<file path="config.mk">
export PLATFORM = sky130hd
export DESIGN_NAME = qam_symbol_scheduler
export DESIGN_NICKNAME = d
export VERILOG_FILES = /design/src/rtl/qam_symbol_scheduler.sv
export SDC_FILE = /design/constraint.sdc
export NUM_CORES = 1
export LEC_CHECK = 0
export ABC_AREA = 1
export CAP_MARGIN = 15
export CORE_AREA = 2 2 83 85
export DETAILED_ROUTE_END_ITERATION = 16
export DIE_AREA = 0 0 85 87
export GPL_TIMING_DRIVEN = 0
export PLACE_DENSITY = 0.74
export SYNTH_ARGS = -nofsm -noshare
export SYNTH_HDL_FRONTEND = slang
export SYNTH_SLANG_ARGS = --single-unit
</file>
<file path="constraint.sdc">
create_clock -name data_clk -period 3 [get_ports data_clk]
set_clock_uncertainty 0.05 [all_clocks]
set_input_delay 0.3 -clock data_clk [delete_from_list [all_inputs] [get_ports data_clk]]
set_output_delay 0.3 -clock data_clk [all_outputs]
set_load 0.02 [all_outputs]
</file>
<file path="src/rtl/qam_symbol_scheduler.sv">
`default_nettype none
// ============================================================================
// Module   : qam_symbol_scheduler
// Brief    : Hunts a serial stream for a 12-bit sync word, packs payload bits
//            MSB-first into 6-bit symbols and feeds the 64-QAM mapper through
//            a small FIFO. Optional macro: QAM_SCHED_OVF_CNT_EN (ovf_count).
// Revision : 1.0 - initial release
// ============================================================================
module qam_symbol_scheduler #(
  parameter logic [11:0] SYNC_WORD       = 12'b101100111000,
  parameter int unsigned PAYLOAD_SYMBOLS = 512,
  parameter int unsigned FIFO_DEPTH      = 4
) (
  input  logic       data_clk,
  input  logic       rst_n,
  input  logic       enable,
  input  logic       data_in,
  input  logic       sym_ready,
  output logic [5:0] sym_data,
  output logic       sym_valid,
  output logic       frame_active,
  output logic       frame_done,
  output logic       overflow
`ifdef QAM_SCHED_OVF_CNT_EN
  ,
  output logic [7:0] ovf_count
`endif
);

  localparam int unsigned       C_PTR_W    = (FIFO_DEPTH > 1) ? $clog2(FIFO_DEPTH) : 1;
  localparam int unsigned       C_CNT_W    = C_PTR_W + 1;
  localparam logic [11:0]       C_LAST_SYM = 12'(PAYLOAD_SYMBOLS - 1);
  localparam logic [C_CNT_W-1:0] C_DEPTH   = C_CNT_W'(FIFO_DEPTH);
  localparam logic [C_PTR_W-1:0] C_PTR_ONE = C_PTR_W'(1);

  typedef enum logic [0:0] {
    HUNT    = 1'b0,
    PAYLOAD = 1'b1
  } state_e;

  state_e             state_q, state_d;
  // Only the 11 most recent bits are stored; the 12th comes straight from data_in.
  logic [10:0]        sr_q, sr_d;
  logic [4:0]         acc_q, acc_d;
  logic [2:0]         bit_idx_q, bit_idx_d;
  logic [11:0]        sym_cnt_q, sym_cnt_d;
  logic               done_q, done_d;
  logic               ovf_q, ovf_d;
`ifdef QAM_SCHED_OVF_CNT_EN
  logic [7:0]         ovf_cnt_q, ovf_cnt_d;
`endif

  logic [5:0]         mem_q [FIFO_DEPTH];
  logic [C_PTR_W-1:0] wr_ptr_q, wr_ptr_d;
  logic [C_PTR_W-1:0] rd_ptr_q, rd_ptr_d;
  logic [C_CNT_W-1:0] count_q, count_d;

  logic [11:0]        w_sr_next;
  logic [5:0]         w_push_sym;
  logic               w_push_req;
  logic               w_push_ok;
  logic               w_pop;
  logic               w_not_empty;

  assign w_sr_next   = {sr_q, data_in};
  assign w_push_sym  = {acc_q, data_in};
  assign w_not_empty = (count_q != '0);
  assign w_pop       = w_not_empty & sym_ready;
  // A full FIFO still takes the new symbol when the head leaves on the same edge.
  assign w_push_ok   = w_push_req & ((count_q < C_DEPTH) | w_pop);

  always_comb begin
    state_d    = state_q;
    sr_d       = sr_q;
    acc_d      = acc_q;
    bit_idx_d  = bit_idx_q;
    sym_cnt_d  = sym_cnt_q;
    done_d     = 1'b0;
    ovf_d      = ovf_q;
    w_push_req = 1'b0;
`ifdef QAM_SCHED_OVF_CNT_EN
    ovf_cnt_d  = ovf_cnt_q;
`endif
    if (enable) begin
      case (state_q)
        HUNT: begin
          sr_d = w_sr_next[10:0];
          if (w_sr_next == SYNC_WORD) begin
            state_d   = PAYLOAD;
            bit_idx_d = 3'd0;
            sym_cnt_d = 12'd0;
            ovf_d     = 1'b0;
`ifdef QAM_SCHED_OVF_CNT_EN
            ovf_cnt_d = 8'd0;
`endif
          end
        end
        PAYLOAD: begin
          acc_d = {acc_q[3:0], data_in};
          if (bit_idx_q == 3'd5) begin
            w_push_req = 1'b1;
            bit_idx_d  = 3'd0;
            sym_cnt_d  = sym_cnt_q + 12'd1;
            if (sym_cnt_q == C_LAST_SYM) begin
              state_d = HUNT;
              sr_d    = 11'd0;
              done_d  = 1'b1;
            end
          end else begin
            bit_idx_d = bit_idx_q + 3'd1;
          end
        end
        default: state_d = HUNT;
      endcase
    end
    // Dropped symbols still count toward the frame length.
    if (w_push_req && !w_push_ok) begin
      ovf_d = 1'b1;
`ifdef QAM_SCHED_OVF_CNT_EN
      if (ovf_cnt_q != 8'hFF) begin
        ovf_cnt_d = ovf_cnt_q + 8'd1;
      end
`endif
    end
  end

  always_comb begin
    wr_ptr_d = wr_ptr_q;
    rd_ptr_d = rd_ptr_q;
    count_d  = count_q;
    if (w_push_ok) begin
      wr_ptr_d = wr_ptr_q + C_PTR_ONE;
    end
    if (w_pop) begin
      rd_ptr_d = rd_ptr_q + C_PTR_ONE;
    end
    if (w_push_ok && !w_pop) begin
      count_d = count_q + C_CNT_W'(1);
    end else if (!w_push_ok && w_pop) begin
      count_d = count_q - C_CNT_W'(1);
    end
  end

  always_ff @(posedge data_clk or negedge rst_n) begin
    if (!rst_n) begin
      state_q   <= HUNT;
      sr_q      <= '0;
      acc_q     <= '0;
      bit_idx_q <= '0;
      sym_cnt_q <= '0;
      done_q    <= 1'b0;
      ovf_q     <= 1'b0;
`ifdef QAM_SCHED_OVF_CNT_EN
      ovf_cnt_q <= '0;
`endif
      wr_ptr_q  <= '0;
      rd_ptr_q  <= '0;
      count_q   <= '0;
    end else begin
      state_q   <= state_d;
      sr_q      <= sr_d;
      acc_q     <= acc_d;
      bit_idx_q <= bit_idx_d;
      sym_cnt_q <= sym_cnt_d;
      done_q    <= done_d;
      ovf_q     <= ovf_d;
`ifdef QAM_SCHED_OVF_CNT_EN
      ovf_cnt_q <= ovf_cnt_d;
`endif
      wr_ptr_q  <= wr_ptr_d;
      rd_ptr_q  <= rd_ptr_d;
      count_q   <= count_d;
    end
  end

  // Storage needs no reset: the output is gated by the (reset) occupancy count.
  always_ff @(posedge data_clk) begin
    if (w_push_ok) begin
      mem_q[wr_ptr_q] <= w_push_sym;
    end
  end

  assign sym_valid    = w_not_empty;
  assign sym_data     = w_not_empty ? mem_q[rd_ptr_q] : 6'd0;
  assign frame_active = (state_q == PAYLOAD);
  assign frame_done   = done_q;
  assign overflow     = ovf_q;
`ifdef QAM_SCHED_OVF_CNT_EN
  assign ovf_count    = ovf_cnt_q;
`endif

endmodule
`default_nettype wire

</file>
==> results of run 1 <==
## critical path, delay by kind of cell, from the launching register on
| kind | cells | cell delay (ps) |
|---|---|---|
| buf+inv | 3 | 1120 |
| flops | 1 | 320 |
| compound gates | 2 | 260 |
| simple gates | 1 | 130 |
## synthesized netlist by cell type, types with 4 or more instances
master	number	share of area [%]
buf_6	4	1.4
nor2_1	42	4.9
edfxtp_1	24	23
ha_1	6	2.3
dfrtp_1	41	32
nand2_2	6	1.2
xor2_1	5	1.4
a21oi_1	8	1.3
nand2_1	70	8.2
o21ai_2	14	3.8
o21ai_0	21	3.3
nand3_1	18	2.8
nand3_2	10	3.1
nor2_4	4	1.4
nand4_1	6	1.2
inv_1	29	3.4
## kinds of logic after synthesis
kind of cell | synth area share, %
AO/OA/AOI/OAI | 9.945
XOR/XNOR | 1.644
adder cells (fa/ha/maj) | 2.976
buffers and inverters | 5.990
flip-flops | 54.66
multiplexers | 0.3524
AND/OR/NAND/NOR | 24.43
## per-stage QoR
| stage | hold slack, ps | utilization (%) | setup slack, ps |
|---|---|---|---|
| 2_1_floorplan | -45.59 | - | 824.9 |
| 3_3_place_gp | 440.3 | 52.30 | 334.6 |
| 3_5_place_dp | 61.43 | 52.53 | 295.1 |
| 4_1_cts | 220.0 | 55.20 | 414.6 |
| 5_1_grt | 228.6 | 55.20 | 292.9 |
| 6_report | 233.4 | 55.20 | 462.0 |
## path summary, 6_finish.rpt
kind	start	endpoint	slack, ps	cells after the start
max in group asynchronous	rst_n	sym_cnt_q[0]$_DFFE_PN0P_	2250	3
hold / removal	rst_n	rd_ptr_q[0]$_DFFE_PN0P_	230	2
min in group data_clk	sr_q[5]$_DFFE_PN0P_	sr_q[5]$_DFFE_PN0P_	460	2
hold reg to reg	sr_q[5]$_DFFE_PN0P_	sr_q[5]$_DFFE_PN0P_	460	2
setup reg to reg	frame_active$_DFFE_PN0P_	count_q[2]$_DFFE_PN0P_	710	10
setup / recovery	rd_ptr_q[1]$_DFFE_PN0P_	sym_data[0]	460	6
## power by group
group          switching [W]  internal [W]
sequential         0.0000529      0.000975
clock               0.000320      0.000316
combinational       0.000342      0.000254
total               0.000715       0.00154
## layout make-up
| type | count | area [µm²] | share of cell area (%) |
|---|---|---|---|
| multi-input combinational | 227 | 1257 | 34.68 |
| tap | 80 | 100.1 | 2.761 |
| timing repair buffer | 16 | 165.2 | 4.555 |
| clock inverter | 4 | 20.02 | 0.5521 |
| buffer | 8 | 62.56 | 1.725 |
| sequential | 65 | 1747 | 48.17 |
| clock buffer | 12 | 145.1 | 4.003 |
| inverter | 33 | 128.9 | 3.554 |
## sequential cells by signal (all words and copies together) (netlist names)
name / flops
mem_q: 24
sym_cnt_q: 12
sr_q: 11
acc_q: 5
bit_idx_q: 3
count_q: 3
rd_ptr_q: 2
wr_ptr_q: 2
frame_active: 1
frame_done: 1
overflow: 1
## what timing repair did
action                    4_1_cts  5_1_grt
buffers inserted                0        0
hold buffers                    1        0
hold endpoints to repair       41        0
## metal layers
metal	global-route usage, %	share of wire (%)
met1	22.51	46
met2	28.84	49
met3	4.645	3.8
met4	7.792	1.5
met5	0	0
## cell usage in the layout (no fill, tap or decap), types with 6 or more instances in the layout
cell type        Yosys  layout
nand2_1             70      70
nor2_1              42      42
dfrtp_1             41      41
inv_1               29      29
edfxtp_1            24      24
o21ai_0             21      21
nand3_1             18      18
o21ai_2             14      14
clkdlybuf4s50_1      0      13
nand3_2             10      10
clkbuf_8             0      10
a21oi_1              8       8
nand2_2              6       6
nand4_1              6       6
ha_1                 6       6
==> results.sh, run 1 <==
export IMPL_num_fill_cells=594
export IMPL_ys_types=32
export IMPL_insertion_delay_ps=340
export IMPL_dpl_cell_area_um2=3451
export IMPL_tightest_slew_ps=581.8
export IMPL_fin_crit_sh_pct=84.60
export IMPL_slew_headroom_pct=61.07
export IMPL_clk_pin_slew_ps=70
export IMPL_synth_edf_count=24
export IMPL_p_leak_nw=1.487
export IMPL_gp_congestion=0.8243
export IMPL_diodes=0
export IMPL_root_buffer="clkbuf_8"
export IMPL_crit_type="reg2out"
export IMPL_final_cells=445
export IMPL_setup_worst_path_start_class="flop"
export IMPL_num_rows=30
export IMPL_power_per_cell_area_nw_per_um2=623.1
export IMPL_max_freq_mhz=394.0
export IMPL_ant_nets=0
export IMPL_h_tree_depth=3
export IMPL_setup_viol=0
export IMPL_dp_hpwl_mm=4.071
export IMPL_path_cells="clkbuf_1 > inv_1 > nor2_1 > o21ai_0 > a21oi_1 > clkdlybuf4s50_1"
export IMPL_start_util_pct=48.65
export IMPL_io_pins=15
export IMPL_final_area_um2=3626
export IMPL_ys_ff_latch=65
export IMPL_yosysWarnings=0
export IMPL_grt_ovfl_total=0
export IMPL_fin_setup_tns_ps=0
export IMPL_synthArstFlopShare_pct=63.08
export IMPL_num_vias=2262
export IMPL_ir_drop_uv=453.0
export IMPL_syn_nets=345
export IMPL_cp_slowest_cell="clkdlybuf4s50_1"
export IMPL_cts_sinks=65
export IMPL_cts_resized_gates=0
export IMPL_arrival_ps=2190
export IMPL_wl_mm=5.762
export IMPL_post_route_drc_count=0
export IMPL_wl_per_cell_um=12.95
export IMPL_cpPeakStageDelay_ps=620
export IMPL_crit_fanout=8
export IMPL_cts_tree="yes"
export IMPL_grt_pass1_vias=2170
export IMPL_slew_violations=0
export IMPL_grt_max_degree=40
export IMPL_port_buffers=14
export IMPL_antenna_found_initial=0
export IMPL_dpl_cell_count=428
export IMPL_drtIter0Drc=94
export IMPL_dieArea_um2=7395
export IMPL_status="complete, no violations"
export IMPL_syn_avg_cell_area_um2=9.596
export IMPL_power_w=0.002259
export IMPL_die_w_um=85
export IMPL_area_growth_pct=13.47
export IMPL_maxCapViolations=0
export IMPL_cts_buffer_depth=2
export IMPL_synthFlopType="dfrtp_1"
export IMPL_post_route_min_period_ps=2538
export IMPL_yosysSeqAreaShare_pct=54.66
export IMPL_hold_viol_final=0
export IMPL_grt_pass1_wl_mm=10.18
export IMPL_final_nets=372
export IMPL_syn_inst=333
export IMPL_cp_end_kind="output port"
export IMPL_hold_path_class="in2async"
export IMPL_core_area_um2=6569
export IMPL_syn_area_um2=3196
export IMPL_vias_per_cell=5.083
export IMPL_worstPathRequired_ps=2650
export IMPL_rsz0062_at_grt="no"
export IMPL_drive_gt1_share_pct=17.53
export IMPL_drt_pass1_iterations=4
export IMPL_die_height_um=87
export IMPL_numCtsBuffers=9
export IMPL_grt_use_total_pct=17.76
Power figures use the tool's default switching activity.
==> run 2: changes to the inputs <==
- PLACE_DENSITY: 0.74 -> 0.77
- clock period: 3 -> 2.3 ns (I/O delays scaled with it)
==> run 2 against run 1 <==
  * Total power rose by 36%
  * Sequential share of layout area fell by 0.92 points
  * Setup slack got worse by 320 ps
  * Final cell count rose by 0.90%
  * Critical path depth rose by 4
  * Wire length rose by 5.0%
  * Via count rose by 1.8%
  * Flip-flop and latch count did not move
==> results.sh, run 2 (synthesized netlist as in run 1, its figures left out) <==
export IMPL_ant_nets=0
export IMPL_rr_worst_depth=10
export IMPL_root_buffer="clkbuf_8"
export IMPL_drt_pass1_iterations=5
export IMPL_vias_per_cell=5.129
export IMPL_rsz0062_at_grt="no"
export IMPL_die_w_um=85
export IMPL_clk_pin_slew_ps=70
export IMPL_numCtsBuffers=9
export IMPL_status="complete, no violations"
export IMPL_port_buffers=14
export IMPL_largestRegisters="mem_q: 24 flops, sym_cnt_q: 12 flops, sr_q: 11 flops"
export IMPL_final_nets=376
export IMPL_p_leak_nw=1.570
export IMPL_antenna_found_initial=0
export IMPL_tightest_slew_ps=668.8
export IMPL_grt_max_degree=28
export IMPL_num_vias=2303
export IMPL_worst_slack_ps=144.6
export IMPL_dp_hpwl_mm=4.167
export IMPL_ir_drop_uv=582.3
export IMPL_grt_pass1_vias=2194
export IMPL_diodes=0
export IMPL_grt_use_total_pct=17.99
export IMPL_power_per_cell_area_nw_per_um2=827.7
export IMPL_area_growth_pct=15.94
export IMPL_dieArea_um2=7395
export IMPL_max_freq_mhz=463.9
export IMPL_hold_viol_final=0
export IMPL_slew_headroom_pct=55.25
export IMPL_io_pins=15
export IMPL_setup_worst_path_start_class="flop"
export IMPL_regMostFlops="mem_q"
export IMPL_hold_worst_slack_ps=257.3
export IMPL_arrival_ps=2340
export IMPL_final_common_cell="nand2_1"
export IMPL_cts_sinks=65
export IMPL_drtIter0Drc=90
export IMPL_crit_type="reg2reg"
export IMPL_drive_gt1_share_pct=21.41
export IMPL_hold_path_class="in2reg"
export IMPL_maxCapViolations=0
export IMPL_preCtsSetupSlack_ps=-336.3
export IMPL_largest_register_ffs=24
export IMPL_cts_tree="yes"
export IMPL_die_height_um=87
export IMPL_core_area_um2=6569
export IMPL_cp_end_kind="flop"
export IMPL_worstPathRequired_ps=2490
export IMPL_power_w=0.003066
export IMPL_wl_mm=6.051
export IMPL_start_util_pct=48.65
export IMPL_slew_violations=0
export IMPL_grt_pass1_wl_mm=10.12
export IMPL_seqCellArea_um2=1750
export IMPL_num_rows=30
export IMPL_h_tree_depth=3
export IMPL_cts_buffer_depth=2
export IMPL_final_cell_mix="nand2_1 (69), nor2_1 (42), dfrtp_1 (38)"
export IMPL_min_path_cells=2
export IMPL_crit_fanout=6
export IMPL_setup_viol=0
export IMPL_multiInputGateArea_um2=1271
export IMPL_wl_per_cell_um=13.48
export IMPL_gp_congestion=0.8385
export IMPL_post_route_min_period_ps=2155
export IMPL_grt_ovfl_total=0
export IMPL_insertion_delay_ps=350
export IMPL_post_route_drc_count=0
export IMPL_fin_crit_sh_pct=93.71
export IMPL_num_fill_cells=596
-- run 2: timing repair --
item | 4_1_cts | 5_1_grt
hold buffers | 1 | 0
resized for setup | 7 | 9
endpoints found under the hold margin | 14 | 0
endpoints found under the setup margin | 7 | 4
pin swaps | 0 | 1
buffers inserted | 0 | 5
-- run 2: layout make-up --
type                       instances  share of cell area (%)
multi-input combinational        227                   34.31
clock inverter                     6                   1.587
inverter                          33                   3.479
tap                               80                   2.702
timing repair buffer              21                   5.539
clock buffer                      10                   3.445
buffer                             7                   1.689
sequential                        65                   47.25
-- run 2: through the flow --
stage | cell area, µm² | utilization [%] | cells | TNS [ps]
2_1_floorplan | 3196 | - | 333 | 0
3_3_place_gp | 3436 | 52.30 | 427 | -8624
3_5_place_dp | 3451 | 52.53 | 428 | -895.9
4_1_cts | 3642 | 55.45 | 444 | 0
5_1_grt | 3705 | 56.40 | 449 | 0
6_report | 3705 | 56.40 | 449 | 0
-- run 2: final timing paths --
kind	slack, ps	to	start
min reg2reg	450	sr_q[5]$_DFFE_PN0P_	sr_q[5]$_DFFE_PN0P_
max	140	count_q[1]$_DFFE_PN0P_	count_q[1]$_DFFE_PN0P_
min	260	bit_idx_q[2]$_DFFE_PN0P_	enable
max in group asynchronous	1430	frame_active$_DFFE_PN0P_	rst_n
max reg2reg	140	count_q[1]$_DFFE_PN0P_	count_q[1]$_DFFE_PN0P_
min in group asynchronous	290	sym_cnt_q[3]$_DFFE_PN0P_	rst_n
-- run 2: report_power, final --
group / internal [W] / switching [W]
registers: 0.00127 / 0.0000806
clock network: 0.000495 / 0.000436
logic: 0.000331 / 0.000452
-- run 2: layer usage --
layer / up-vias / track usage, % / routed length [µm]
met2: 49 / 29.40 / 2949
met5: - / 0 / 0
li1: 1158 / - / -
met3: 13 / 3.412 / 200
met1: 1083 / 21.86 / 2731
met4: 0 / 11.69 / 170
-- run 2: worst max-delay path: stages, from the launching register on --
cell and delay [ps]:
dfrtp_1 390, nor2_1 100, nand2_1 120, nand2_2 110
nand2_1 110, nand2_4 110, inv_2 50, ha_1 180
inv_1 110, fa_2 440, mux2_2 260
